**src/rtl/alu_arbiter_if.sv**
```systemverilog
// Requester-side bundle for alu_arbiter: two request channels
// (valid/ready/a/b/ctrl) and two response channels (valid/ready/result/flags).
interface alu_arbiter_if #(
  parameter int DATA_W = 32,
  parameter int CTRL_W = 4
);
  logic              req0_valid;
  logic              req0_ready;
  logic [DATA_W-1:0] req0_a;
  logic [DATA_W-1:0] req0_b;
  logic [CTRL_W-1:0] req0_ctrl;
  logic              req1_valid;
  logic              req1_ready;
  logic [DATA_W-1:0] req1_a;
  logic [DATA_W-1:0] req1_b;
  logic [CTRL_W-1:0] req1_ctrl;

  logic              rsp0_valid;
  logic              rsp0_ready;
  logic [DATA_W-1:0] rsp0_result;
  logic              rsp0_zero;
  logic              rsp0_less;
  logic              rsp1_valid;
  logic              rsp1_ready;
  logic [DATA_W-1:0] rsp1_result;
  logic              rsp1_zero;
  logic              rsp1_less;

  modport master (
    output req0_valid, req0_a, req0_b, req0_ctrl,
    output req1_valid, req1_a, req1_b, req1_ctrl,
    input  req0_ready, req1_ready,
    output rsp0_ready, rsp1_ready,
    input  rsp0_valid, rsp0_result, rsp0_zero, rsp0_less,
    input  rsp1_valid, rsp1_result, rsp1_zero, rsp1_less
  );

  modport slave (
    input  req0_valid, req0_a, req0_b, req0_ctrl,
    input  req1_valid, req1_a, req1_b, req1_ctrl,
    output req0_ready, req1_ready,
    input  rsp0_ready, rsp1_ready,
    output rsp0_valid, rsp0_result, rsp0_zero, rsp0_less,
    output rsp1_valid, rsp1_result, rsp1_zero, rsp1_less
  );
endinterface

```
**src/rtl/alu_arbiter.sv**
```systemverilog
// Two-requester arbiter for the shared RV32I ALU with per-requester response regs.
// Ports: clk, rst_n (async low); bus (alu_arbiter_if.slave: req0/1, rsp0/1);
//   alu_a/alu_b/alu_ctrl drive the ALU, alu_result/alu_zero/alu_less come back.
// Build option: define ALU_ARB_RR_EN for round-robin ties (default: req0 wins).
module alu_arbiter #(
  parameter int DATA_W = 32,
  parameter int CTRL_W = 4
) (
  input  logic              clk,
  input  logic              rst_n,
  alu_arbiter_if.slave      bus,
  output logic [DATA_W-1:0] alu_a,
  output logic [DATA_W-1:0] alu_b,
  output logic [CTRL_W-1:0] alu_ctrl,
  input  logic [DATA_W-1:0] alu_result,
  input  logic              alu_zero,
  input  logic              alu_less
);

  typedef enum logic {LAST0, LAST1} last_t;

  last_t last_q, last_d;
  logic  elig0, elig1;
  logic  gnt0, gnt1;
  logic  ill0, ill1;

  function automatic logic illegal(input logic [CTRL_W-1:0] c);
    logic [3:0] c4;
    c4 = 4'(c);
    return c4 inside {4'b0101, 4'b0110, 4'b1100,
                      4'b1101, 4'b1110, 4'b1111};
  endfunction

  assign ill0 = illegal(bus.req0_ctrl);
  assign ill1 = illegal(bus.req1_ctrl);

  // A full response slot still accepts when it drains this cycle.
  // Gating with rst_n keeps ready low for the whole reset pulse.
  assign elig0 = rst_n && bus.req0_valid
              && (!bus.rsp0_valid || bus.rsp0_ready);
  assign elig1 = rst_n && bus.req1_valid
              && (!bus.rsp1_valid || bus.rsp1_ready);

  always_ff @(posedge clk or negedge rst_n) begin
    if (!rst_n) last_q <= LAST1;
    else        last_q <= last_d;
  end

  always_comb begin
    last_d = last_q;
    if (gnt0)      last_d = LAST0;
    else if (gnt1) last_d = LAST1;
  end

  always_comb begin
    gnt0 = 1'b0;
    gnt1 = 1'b0;
    unique case ({elig1, elig0})
      2'b01: gnt0 = 1'b1;
      2'b10: gnt1 = 1'b1;
      2'b11: begin
`ifdef ALU_ARB_RR_EN
        gnt0 = (last_q == LAST1);
        gnt1 = (last_q == LAST0);
`else
        gnt0 = 1'b1;
`endif
      end
      default: ;
    endcase
  end

  always_comb begin
    alu_a    = '0;
    alu_b    = '0;
    alu_ctrl = '0;
    unique case (1'b1)
      gnt0 && !ill0: begin
        alu_a    = bus.req0_a;
        alu_b    = bus.req0_b;
        alu_ctrl = bus.req0_ctrl;
      end
      gnt1 && !ill1: begin
        alu_a    = bus.req1_a;
        alu_b    = bus.req1_b;
        alu_ctrl = bus.req1_ctrl;
      end
      default: ;
    endcase
  end

  assign bus.req0_ready = gnt0;
  assign bus.req1_ready = gnt1;

  // Illegal codes capture a fixed 0 / zero=1 / less=0, whatever the ALU says.
  always_ff @(posedge clk or negedge rst_n) begin
    if (!rst_n) begin
      bus.rsp0_valid  <= 1'b0;
      bus.rsp0_result <= '0;
      bus.rsp0_zero   <= 1'b0;
      bus.rsp0_less   <= 1'b0;
    end else if (gnt0) begin
      bus.rsp0_valid  <= 1'b1;
      bus.rsp0_result <= ill0 ? '0 : alu_result;
      bus.rsp0_zero   <= ill0 ? 1'b1 : alu_zero;
      bus.rsp0_less   <= ill0 ? 1'b0 : alu_less;
    end else if (bus.rsp0_ready) begin
      bus.rsp0_valid  <= 1'b0;
    end
  end

  always_ff @(posedge clk or negedge rst_n) begin
    if (!rst_n) begin
      bus.rsp1_valid  <= 1'b0;
      bus.rsp1_result <= '0;
      bus.rsp1_zero   <= 1'b0;
      bus.rsp1_less   <= 1'b0;
    end else if (gnt1) begin
      bus.rsp1_valid  <= 1'b1;
      bus.rsp1_result <= ill1 ? '0 : alu_result;
      bus.rsp1_zero   <= ill1 ? 1'b1 : alu_zero;
      bus.rsp1_less   <= ill1 ? 1'b0 : alu_less;
    end else if (bus.rsp1_ready) begin
      bus.rsp1_valid  <= 1'b0;
    end
  end

endmodule
```
**src/flat_wrapper.sv**
```systemverilog
// flat-port wrapper written by rule: the top's interface ports become plain ports
module alu_arbiter_flat 
#(
  parameter int DATA_W = 32,
  parameter int CTRL_W = 4
)
  (clk, rst_n, alu_a, alu_b, alu_ctrl, alu_result, alu_zero, alu_less, bus_req0_valid, bus_req0_a, bus_req0_b, bus_req0_ctrl, bus_req1_valid, bus_req1_a, bus_req1_b, bus_req1_ctrl, bus_req0_ready, bus_req1_ready, bus_rsp0_ready, bus_rsp1_ready, bus_rsp0_valid, bus_rsp0_result, bus_rsp0_zero, bus_rsp0_less, bus_rsp1_valid, bus_rsp1_result, bus_rsp1_zero, bus_rsp1_less);
  alu_arbiter_if #(.DATA_W(DATA_W), .CTRL_W(CTRL_W)) bus_i ();
  input  logic clk;
  input  logic rst_n;
  output logic [DATA_W-1:0] alu_a;
  output logic [DATA_W-1:0] alu_b;
  output logic [CTRL_W-1:0] alu_ctrl;
  input  logic [DATA_W-1:0] alu_result;
  input  logic alu_zero;
  input  logic alu_less;
  input wire logic [$bits(bus_i.req0_valid)-1:0] bus_req0_valid;
  input wire logic [$bits(bus_i.req0_a)-1:0] bus_req0_a;
  input wire logic [$bits(bus_i.req0_b)-1:0] bus_req0_b;
  input wire logic [$bits(bus_i.req0_ctrl)-1:0] bus_req0_ctrl;
  input wire logic [$bits(bus_i.req1_valid)-1:0] bus_req1_valid;
  input wire logic [$bits(bus_i.req1_a)-1:0] bus_req1_a;
  input wire logic [$bits(bus_i.req1_b)-1:0] bus_req1_b;
  input wire logic [$bits(bus_i.req1_ctrl)-1:0] bus_req1_ctrl;
  output wire logic [$bits(bus_i.req0_ready)-1:0] bus_req0_ready;
  output wire logic [$bits(bus_i.req1_ready)-1:0] bus_req1_ready;
  input wire logic [$bits(bus_i.rsp0_ready)-1:0] bus_rsp0_ready;
  input wire logic [$bits(bus_i.rsp1_ready)-1:0] bus_rsp1_ready;
  output wire logic [$bits(bus_i.rsp0_valid)-1:0] bus_rsp0_valid;
  output wire logic [$bits(bus_i.rsp0_result)-1:0] bus_rsp0_result;
  output wire logic [$bits(bus_i.rsp0_zero)-1:0] bus_rsp0_zero;
  output wire logic [$bits(bus_i.rsp0_less)-1:0] bus_rsp0_less;
  output wire logic [$bits(bus_i.rsp1_valid)-1:0] bus_rsp1_valid;
  output wire logic [$bits(bus_i.rsp1_result)-1:0] bus_rsp1_result;
  output wire logic [$bits(bus_i.rsp1_zero)-1:0] bus_rsp1_zero;
  output wire logic [$bits(bus_i.rsp1_less)-1:0] bus_rsp1_less;
  assign bus_i.req0_valid = bus_req0_valid;
  assign bus_i.req0_a = bus_req0_a;
  assign bus_i.req0_b = bus_req0_b;
  assign bus_i.req0_ctrl = bus_req0_ctrl;
  assign bus_i.req1_valid = bus_req1_valid;
  assign bus_i.req1_a = bus_req1_a;
  assign bus_i.req1_b = bus_req1_b;
  assign bus_i.req1_ctrl = bus_req1_ctrl;
  assign bus_req0_ready = bus_i.req0_ready;
  assign bus_req1_ready = bus_i.req1_ready;
  assign bus_i.rsp0_ready = bus_rsp0_ready;
  assign bus_i.rsp1_ready = bus_rsp1_ready;
  assign bus_rsp0_valid = bus_i.rsp0_valid;
  assign bus_rsp0_result = bus_i.rsp0_result;
  assign bus_rsp0_zero = bus_i.rsp0_zero;
  assign bus_rsp0_less = bus_i.rsp0_less;
  assign bus_rsp1_valid = bus_i.rsp1_valid;
  assign bus_rsp1_result = bus_i.rsp1_result;
  assign bus_rsp1_zero = bus_i.rsp1_zero;
  assign bus_rsp1_less = bus_i.rsp1_less;
  alu_arbiter #(.DATA_W(DATA_W), .CTRL_W(CTRL_W)) u_core (.clk(clk), .rst_n(rst_n), .bus(bus_i), .alu_a(alu_a), .alu_b(alu_b), .alu_ctrl(alu_ctrl), .alu_result(alu_result), .alu_zero(alu_zero), .alu_less(alu_less));
endmodule
```
**config.mk**
```make
export PLATFORM = sky130hd
export DESIGN_NAME = alu_arbiter_flat
export DESIGN_NICKNAME = d
export VERILOG_FILES = /design/src/rtl/alu_arbiter_if.sv /design/src/rtl/alu_arbiter.sv /design/src/flat_wrapper.sv
export SDC_FILE = /design/constraint.sdc
export NUM_CORES = 1
export LEC_CHECK = 0
export ABC_AREA = 0
export CORE_AREA = 2 2 122 124
export CTS_CLUSTER_SIZE = 10
export DETAILED_ROUTE_END_ITERATION = 8
export DIE_AREA = 0 0 124 126
export PLACE_DENSITY_LB_ADDON = 0.1
export SLEW_MARGIN = 20
export SYNTH_ARGS = -nofsm -noshare
export SYNTH_HDL_FRONTEND = slang
export SYNTH_SLANG_ARGS = --single-unit
```
**constraint.sdc**
```tcl
create_clock -name clk -period 2.6 [get_ports clk]
set_input_delay 0.65 -clock clk [delete_from_list [all_inputs] [get_ports clk]]
set_output_delay 0.65 -clock clk [all_outputs]
set_load 0.02 [all_outputs]
```
==> summary by stage <==
STA
The maximum clock frequency is a little under 400 MHz. At the pin with the least slew margin, the transition time is 0.8797 ns. Setup repair after global routing could not meet its margin everywhere. The setup violation total in the final timing report is 0.

The number of max-slew violations in the final report is 0. The final clock skew is 0.003785 ns. The worst path in the final design needs a cycle of around 2.6 ns, including I/O delays and setup. The final critical-path share of the clock period is 99.87%. The setup slack after layout is between 0.003 and 0.004 ns.

The number of hold-slack violations in the final timing report was 0. The max-slew headroom at the worst pin is between 40 and 50%.

Clock network
In this run, CTS created clock tree buffers numbering 9. The CTS root buffer is clkbuf_16. For this design, the CTS-stage hold fixing added 0 buffers. At the later pin of the worst-skew pair, clock insertion delay measures 0.32 ns. The CTS tree is done. The clock passes through at most 2 buffers.

The clock net sink count is 70. CTS built an H-tree with a depth of 3. Clock-pin slew was measured on the worst setup and hold paths at 0.05 ns.

Critical path
The worst setup path is launched from an input port. The data arrival time of the critical path is 1.95 ns. Of all nets on the critical path, the largest fanout is 9.

The kind of critical path is input port to output pin. The kind of capture point of the worst setup path is an output pin. The worst path required time is 1.95 ns.

Cells and area
The library cell used most frequently in the layout, excluding fill and tap cells, is clkdlybuf4s50_1. Summing all non-filler instances in the final layout gives an area of about 8000 um2. From synthesis to final layout, the design area changed by 106.9%.

In the final layout, the share of cells above drive strength 1 is 19.75%. The net count reported at finish is 1042. The final core utilization is 56.16%. The library cells used most frequently in the layout, excluding fill and tap cells, are clkdlybuf4s50_1 (232), nand2_1 (202), nand3_1 (99).

Floorplanning
The initial core utilization is 27.14%. The die is 124 um wide. The floorplan step set the die height to approximately 130 um. In this run the count of I/O pins placed on the die edge is ~320. The standard cell core area is 14310 um2. The number of standard-cell rows in the floorplan is 44. The total die area is around 16000 um2.

GRT
The all-layer global routing usage is 23.53%. The maximum number of pins on one net before global-route repair is 70. The number of antenna violations at the first check in global routing is 2. The wire length of the first global-routing pass is 28300 um. The overall overflow remaining after global route is 0. The via count of the first global-routing pass was 5218.

Drt
The remaining antenna violation count is 0. The detailed router finished its first iteration with around 320 violations. Dividing the detail-routed via count by the number of cells gives between 4 and 5. The pre-antenna-repair detailed-routing pass consisted of 5 iterations. The final routed wire length divided by cell count is around 18 um. The total number of vias is between 5000 and 6000. The number of DRC violations after detailed routing is 0. The post-detailed-routing wire length is between 15000 and 20000 um.

Place
The total of buffers placed on input and output ports is 315. The placed instances occupy a cell area of 7360 um2. The congestion estimate from routability-driven global placement came to 0.8791. The post-DP HPWL is 13410 um. The pre-CTS setup slack is -0.7978 ns.

Power and ir drop
For this design the static power due to leakage is 3.719 nW. The total power consumption of the routed design is 4.138 mW. IR analysis of the VDD net gives a maximum drop of 0.0002773 V. The cell area power density is 514.7 nW/um2.

Status
The flow ran to the end, and the final reports show no timing, DRC or antenna violations.

Synthesis
During synthesis, Yosys emitted a total of 0 warnings. The post-synthesis net count is roughly 720. The number of instances in the synthesized netlist is around 540. Summing the sequential cell areas from Yosys gives 45.09% of the chip area. In this run the mean area of a mapped cell was 7.168 um2. Counting flops and latches in the post-synthesis netlist gives 70. After synthesis, the netlist uses 21 different library cells.

In this run the cell area of the synthesized design comes to between 3000 and 4000 um2.

Worst hold path
The worst hold path class is input port to asynchronous set/reset pin.

Run
Across the run, the number of max-cap violations was 0.
kinds of logic after synthesis:
group	Yosys count	share of synthesized area, %
AOI/OAI and AO/OA	106	14.30
buffers and inverters	52	6.248
xor gates and xnor gates	2	0.4510
DFF	70	45.09
and+or+nand+nor	312	33.91
final cells by class:
| class | count | area (um2) |
|---|---|---|
| Sequential cell | 70 | 1752 |
| Tap cell | 184 | 230.2 |
| Inverter | 2 | 20.02 |
| Fill cell | 1350 | 6275 |
| Clock buffer | 12 | 246.5 |
| Multi-Input combinational cell | 420 | 2097 |
| Clock inverter | 4 | 22.52 |
| Antenna cell | 2 | 5.005 |
| Timing Repair Buffer | 363 | 3666 |
state kept, by name, indices dropped and copies added, names as in the netlist:
| register | count |
|---|---|
| u_core.bus.rsp1_result | 32 |
| u_core.bus.rsp0_result | 32 |
| u_core.bus.rsp0_zero | 1 |
| u_core.bus.rsp0_valid | 1 |
| u_core.bus.rsp0_less | 1 |
| u_core.bus.rsp1_less | 1 |
| u_core.bus.rsp1_valid | 1 |
| u_core.bus.rsp1_zero | 1 |
power by group:
part | internal [mW] | leakage, nW | switching, mW | total, mW
sequential | 1.26 | 0.898 | 0.0977 | 1.36
combinational | 0.837 | 2.69 | 0.841 | 1.68
clock | 0.666 | 0.132 | 0.434 | 1.10
timing repair:
item,4_1_cts,5_1_grt
pin swaps,10,1
setup buffers,11,0
resized for setup,411,116
setup endpoints to repair,70,65
gates cloned,6,2
metrics by stage:
step | setup TNS [ns] | std cells | hold WS (ns)
2_1_floorplan | 0 | 542 | 0.3544
3_3_place_gp | -47.97 | 1020 | 0.4513
3_5_place_dp | -50.31 | 1020 | 0.4558
4_1_cts | -0.06325 | 1053 | 0.2600
5_1_grt | -0.09314 | 1056 | 0.2685
6_report | 0 | 1057 | 0.2755
cell usage after synthesis, drive strengths merged:
cell type  number  share of area, %
dfrtp          70                45
nand3b          1              0.19
nand4           1              0.32
nand2b          2              0.32
nor2b           1              0.16
a2bb2oi         1              0.23
nor2            3              0.29
xor2            2              0.45
o2111ai         1              0.39
nand2         203                20
inv             2              0.19
nand3         101                13
buf            21               3.3
o21ai         103                14
clkbuf         29               2.8
a21oi           1              0.13
worst paths after layout:
check | endpoint | slack [ns] | depth (start not counted) | startpoint
worst max-delay path | alu_b[27] | 0.003 | 7 | bus_req1_ctrl[3]
worst min-delay path | u_core.bus.rsp1_valid$_DFFE_PN0P_ | 0.28 | 2 | rst_n
worst max register to register | u_core.bus.rsp1_result[10]$_DFFE_PN0P_ | 0.88 | 4 | u_core.bus.rsp0_valid$_DFFE_PN0P_
worst min register to register | u_core.bus.rsp0_result[30]$_DFFE_PN0P_ | 0.46 | 2 | u_core.bus.rsp0_result[30]$_DFFE_PN0P_
max in group asynchronous | u_core.bus.rsp1_result[8]$_DFFE_PN0P_ | 1.42 | 2 | rst_n
min in group clk | u_core.bus.rsp0_result[30]$_DFFE_PN0P_ | 0.46 | 2 | u_core.bus.rsp0_result[30]$_DFFE_PN0P_
per-layer routing:
layer / GRT usage [%] / vias to the layer above / routed length [um]
li1: - / 2461 / -
met1: 28.25 / 2421 / 7303
met2: 40.95 / 258 / 9900
met3: 4.121 / 36 / 1384
met4: 9.980 / 2 / 555
met5: 0 / - / 13
worst max-delay path, cell delays in order:
cell and delay [ns]:
dlygate4sd2_1 0.28, o21ai_4 0.20, nand4_4 0.14, buf_12 0.18, buf_16 0.15, o21ai_1 0.17
buf_4 0.17
No activity file was read; power rests on OpenSTA's default activity.
==> RTL change: new RTL, same flow settings <==
Build with the macro `ALU_ARB_RR_EN` defined.
--- a/src/rtl/alu_arbiter.sv
+++ b/src/rtl/alu_arbiter.sv
@@ -3,4 +3,6 @@
 //   alu_a/alu_b/alu_ctrl drive the ALU, alu_result/alu_zero/alu_less come back.
 // Build option: define ALU_ARB_RR_EN for round-robin ties (default: req0 wins).
+`define ALU_ARB_RR_EN
+
 module alu_arbiter #(
   parameter int DATA_W = 32,
Function: changed (a bounded check fails within 4 cycles, from zero or initial values and one cycle with rst_n low).
==> RTL change against the original RTL <==
The flow now finishes with violations (negative setup slack); area after synthesis is 37% higher; setup slack worse by 33 ps; wire length is 40% higher; cell area is 30% higher; sequential cell count is 1 higher; power is 38% higher; largest cell class unchanged; count of clock-buffer cells in the layout is 1 higher; worst hold slack better by 160 ps.
==> RTL change: results (changes against the original RTL) <==
| Metric | Value |
|---|---|
| Lkg Pwr | `4.06 nW (+9.2%)` |
| Clock Tree Root | `clkbuf_16` |
| Number of unique standard cell types used by synthesis | `27 (+29%)` |
| Number of fill cells | `970 (-28%)` |
| Nets in the synthesized netlist | `704 (-1.9%)` |
| Sequential fraction of the synthesis area | `33.5% (-12 points)` |
| Final clock skew | `6.60 ps (+2.82 ps)` |
| Wire length reported by the detailed router | `26.8 mm (+40%)` |
| Detailed router's first-iteration violation count | `558 (+77%)` |
| Worst relative slew slack | `62.4% (+21 points)` |
| Cell with the biggest individual delay on the critical path | `dfstp_2` |
| Share of async-settable or async-resettable flops after synthesis | `100% (unchanged)` |
| Violated checks | `negative setup slack` |
| Detailed-router iteration count before antenna repair | `5 (unchanged)` |
| Number of setup violations in the final report | `10 (+10)` |
| Worst-path clk slew | `about 60 ps` |
| Latest clock arrival within the worst-skew pair | `between 300 and 400 ps` |
| Worst-path fanout max | `7 (-2)` |
| Family with the most delay on the worst path | `buffers and inverters` |
| Gpl congestion | `0.866 (-1.5%)` |
| Fraction of final layout cells with drive strength greater than 1 | `33.9% (+14 points)` |
| Maximum number of pins on one net before global-route repair | `46 (-34%)` |
| Outcome | `finished, violations left` |
| Nets | `1033 (-0.86%)` |
| Crit path DAT | `1980 ps (+30 ps)` |
| Vias after detailed routing | `6594 (+27%)` |
| Maximum level of the CTS H-tree | `3 (unchanged)` |
| Sw power | `0.00206 W (+50%)` |
| Startpoint of the worst register-to-register path | `u_core.last_q$_DFFE_PN1P_` |
| Max Buffers Root-to-Sink | `2 (unchanged)` |
| Delay of the slowest cell on the worst path | `530 ps (+250 ps)` |
| Synthesis warning total | `0 (unchanged)` |
| Initial antenna violation count | `3 (+1)` |
| Number of input and output port buffers inserted | `315 (unchanged)` |
| Ranking of synthesized cells by instance count | `o2111ai_1 (134), dfrtp_1 (70), inv_1 (70)` |
| GR Util All Layers | `31.3% (+7.7 points)` |
| Detail Placement HPWL | `16.5 mm (+23%)` |
| Maximum resistive drop on vdd | `0.571 mV (+110%)` |
| Wire length of the first global-routing pass | `38.0 mm (+34%)` |
| Cell area after placement | `0.00890 mm² (+21%)` |
| Final setup slack of the worst path | `-29.1 ps (-32.6 ps)` |
| Largest cells by area after synthesis | `dfrtp_1 (33%), o2111ai_1 (22%), o32ai_2 (12%)` |
| Largest registers in the final layout | `u_core.bus.rsp0_result (32), u_core.bus.rsp1_result (32)` |
| Category of the critical setup timing path | `reg2out` |
| Most used flip-flop cell after synthesis | `dfrtp_1` |
| Vias in the first global route | `6443 (+23%)` |
| Total clock buffers created by CTS | `9 (unchanged)` |
| FF/Latch Area | `0.00178 mm² (+1.5%)` |
| Type of the tightest min-delay check | `in2async` |
==> RTL change: changes by cell type in the layout (fill, tap and decap cells not counted), sizes merged, moves of 3 or more <==
| cell | change |
|---|---|
| nand2 | -199 |
| o2111ai | +133 |
| o21ai | -103 |
| nand3 | -100 |
| inv | +70 |
| o32ai | +68 |
| o2bb2ai | +66 |
| buf | +48 |
| dlygate4sd2 | -6 |
| clkbuf | +5 |
| clkinv | -3 |
| nor2 | -3 |
==> RTL change: final timing paths <==
check                                                          to  slack [ps]  cells past startpoint
setup / recovery                                        alu_a[10]         -30                      7
hold / removal             u_core.bus.rsp1_result[14]$_DFFE_PN0P_         440                      3
setup reg to reg           u_core.bus.rsp1_result[21]$_DFFE_PN0P_         810                      7
hold reg to reg            u_core.bus.rsp0_result[30]$_DFFE_PN0P_         490                      1
max in group asynchronous   u_core.bus.rsp1_result[6]$_DFFE_PN0P_        1780                      2
min in group clk           u_core.bus.rsp0_result[30]$_DFFE_PN0P_         490                      1
==> RTL change: cells by family (layout without fill, tap and decap cells) <==
group           Yosys count  after routing  share of synthesized area (%)
compound gates          276            277                           51.3
buf+inv                 167            500                           13.7
flops                    71             71                           33.5
simple gates             12             12                           1.20
xor+xnor                  2              2                          0.330
other cells               0              4                              0
==> RTL change: timing repair <==
item	in CTS	in global routing
pin swaps	35	21
setup endpoints to repair	70	66
setup buffers	23	3
cloned	14	3
resized for setup	458	65
==> RTL change: metal layers <==
| layer | routed length [µm] | vias up | global-route usage (%) |
|---|---|---|---|
| met3 | 2330 | 89 | 6.61 |
| met2 | 13000 | 386 | 52.8 |
| li1 | - | 2883 | - |
| met5 | 0 | - | 0 |
| met4 | 1080 | 0 | 12.2 |
| met1 | 10400 | 3236 | 38.7 |
==> RTL change: final cells by class <==
type | count | area share [%]
Antenna cell | 4 | 0.0958
Timing Repair Buffer | 413 | 41.3
Tap cell | 184 | 2.20
Clock inverter | 3 | 0.623
Clock buffer | 13 | 2.49
Sequential cell | 71 | 17.0
Multi-Input combinational cell | 291 | 33.8
Inverter | 71 | 2.55
==> RTL change: power groups by stage <==
| stage | logic [W] | registers (W) | clock network, W |
|---|---|---|---|
| 2_1_floorplan | 0.000872 | 0.00180 | 0 |
| 3_3_place_gp | 0.00242 | 0.00152 | 0 |
| 5_1_grt | 0.00298 | 0.00154 | 0.00141 |
| 3_5_place_dp | 0.00245 | 0.00151 | 0 |
| 4_1_cts | 0.00274 | 0.00151 | 0.00136 |
| 6_report | 0.00286 | 0.00151 | 0.00134 |
==> RTL change: through the flow <==
step / cells / setup TNS (ps) / setup slack (ps)
after global placement: 991 / -50170 / -815
after global routing: 1049 / -1080 / -84.2
after floorplan: 528 / 0 / 87.3
after CTS: 1043 / -905 / -77.2
final: 1050 / -172 / -29.1
after detailed placement: 991 / -51940 / -836
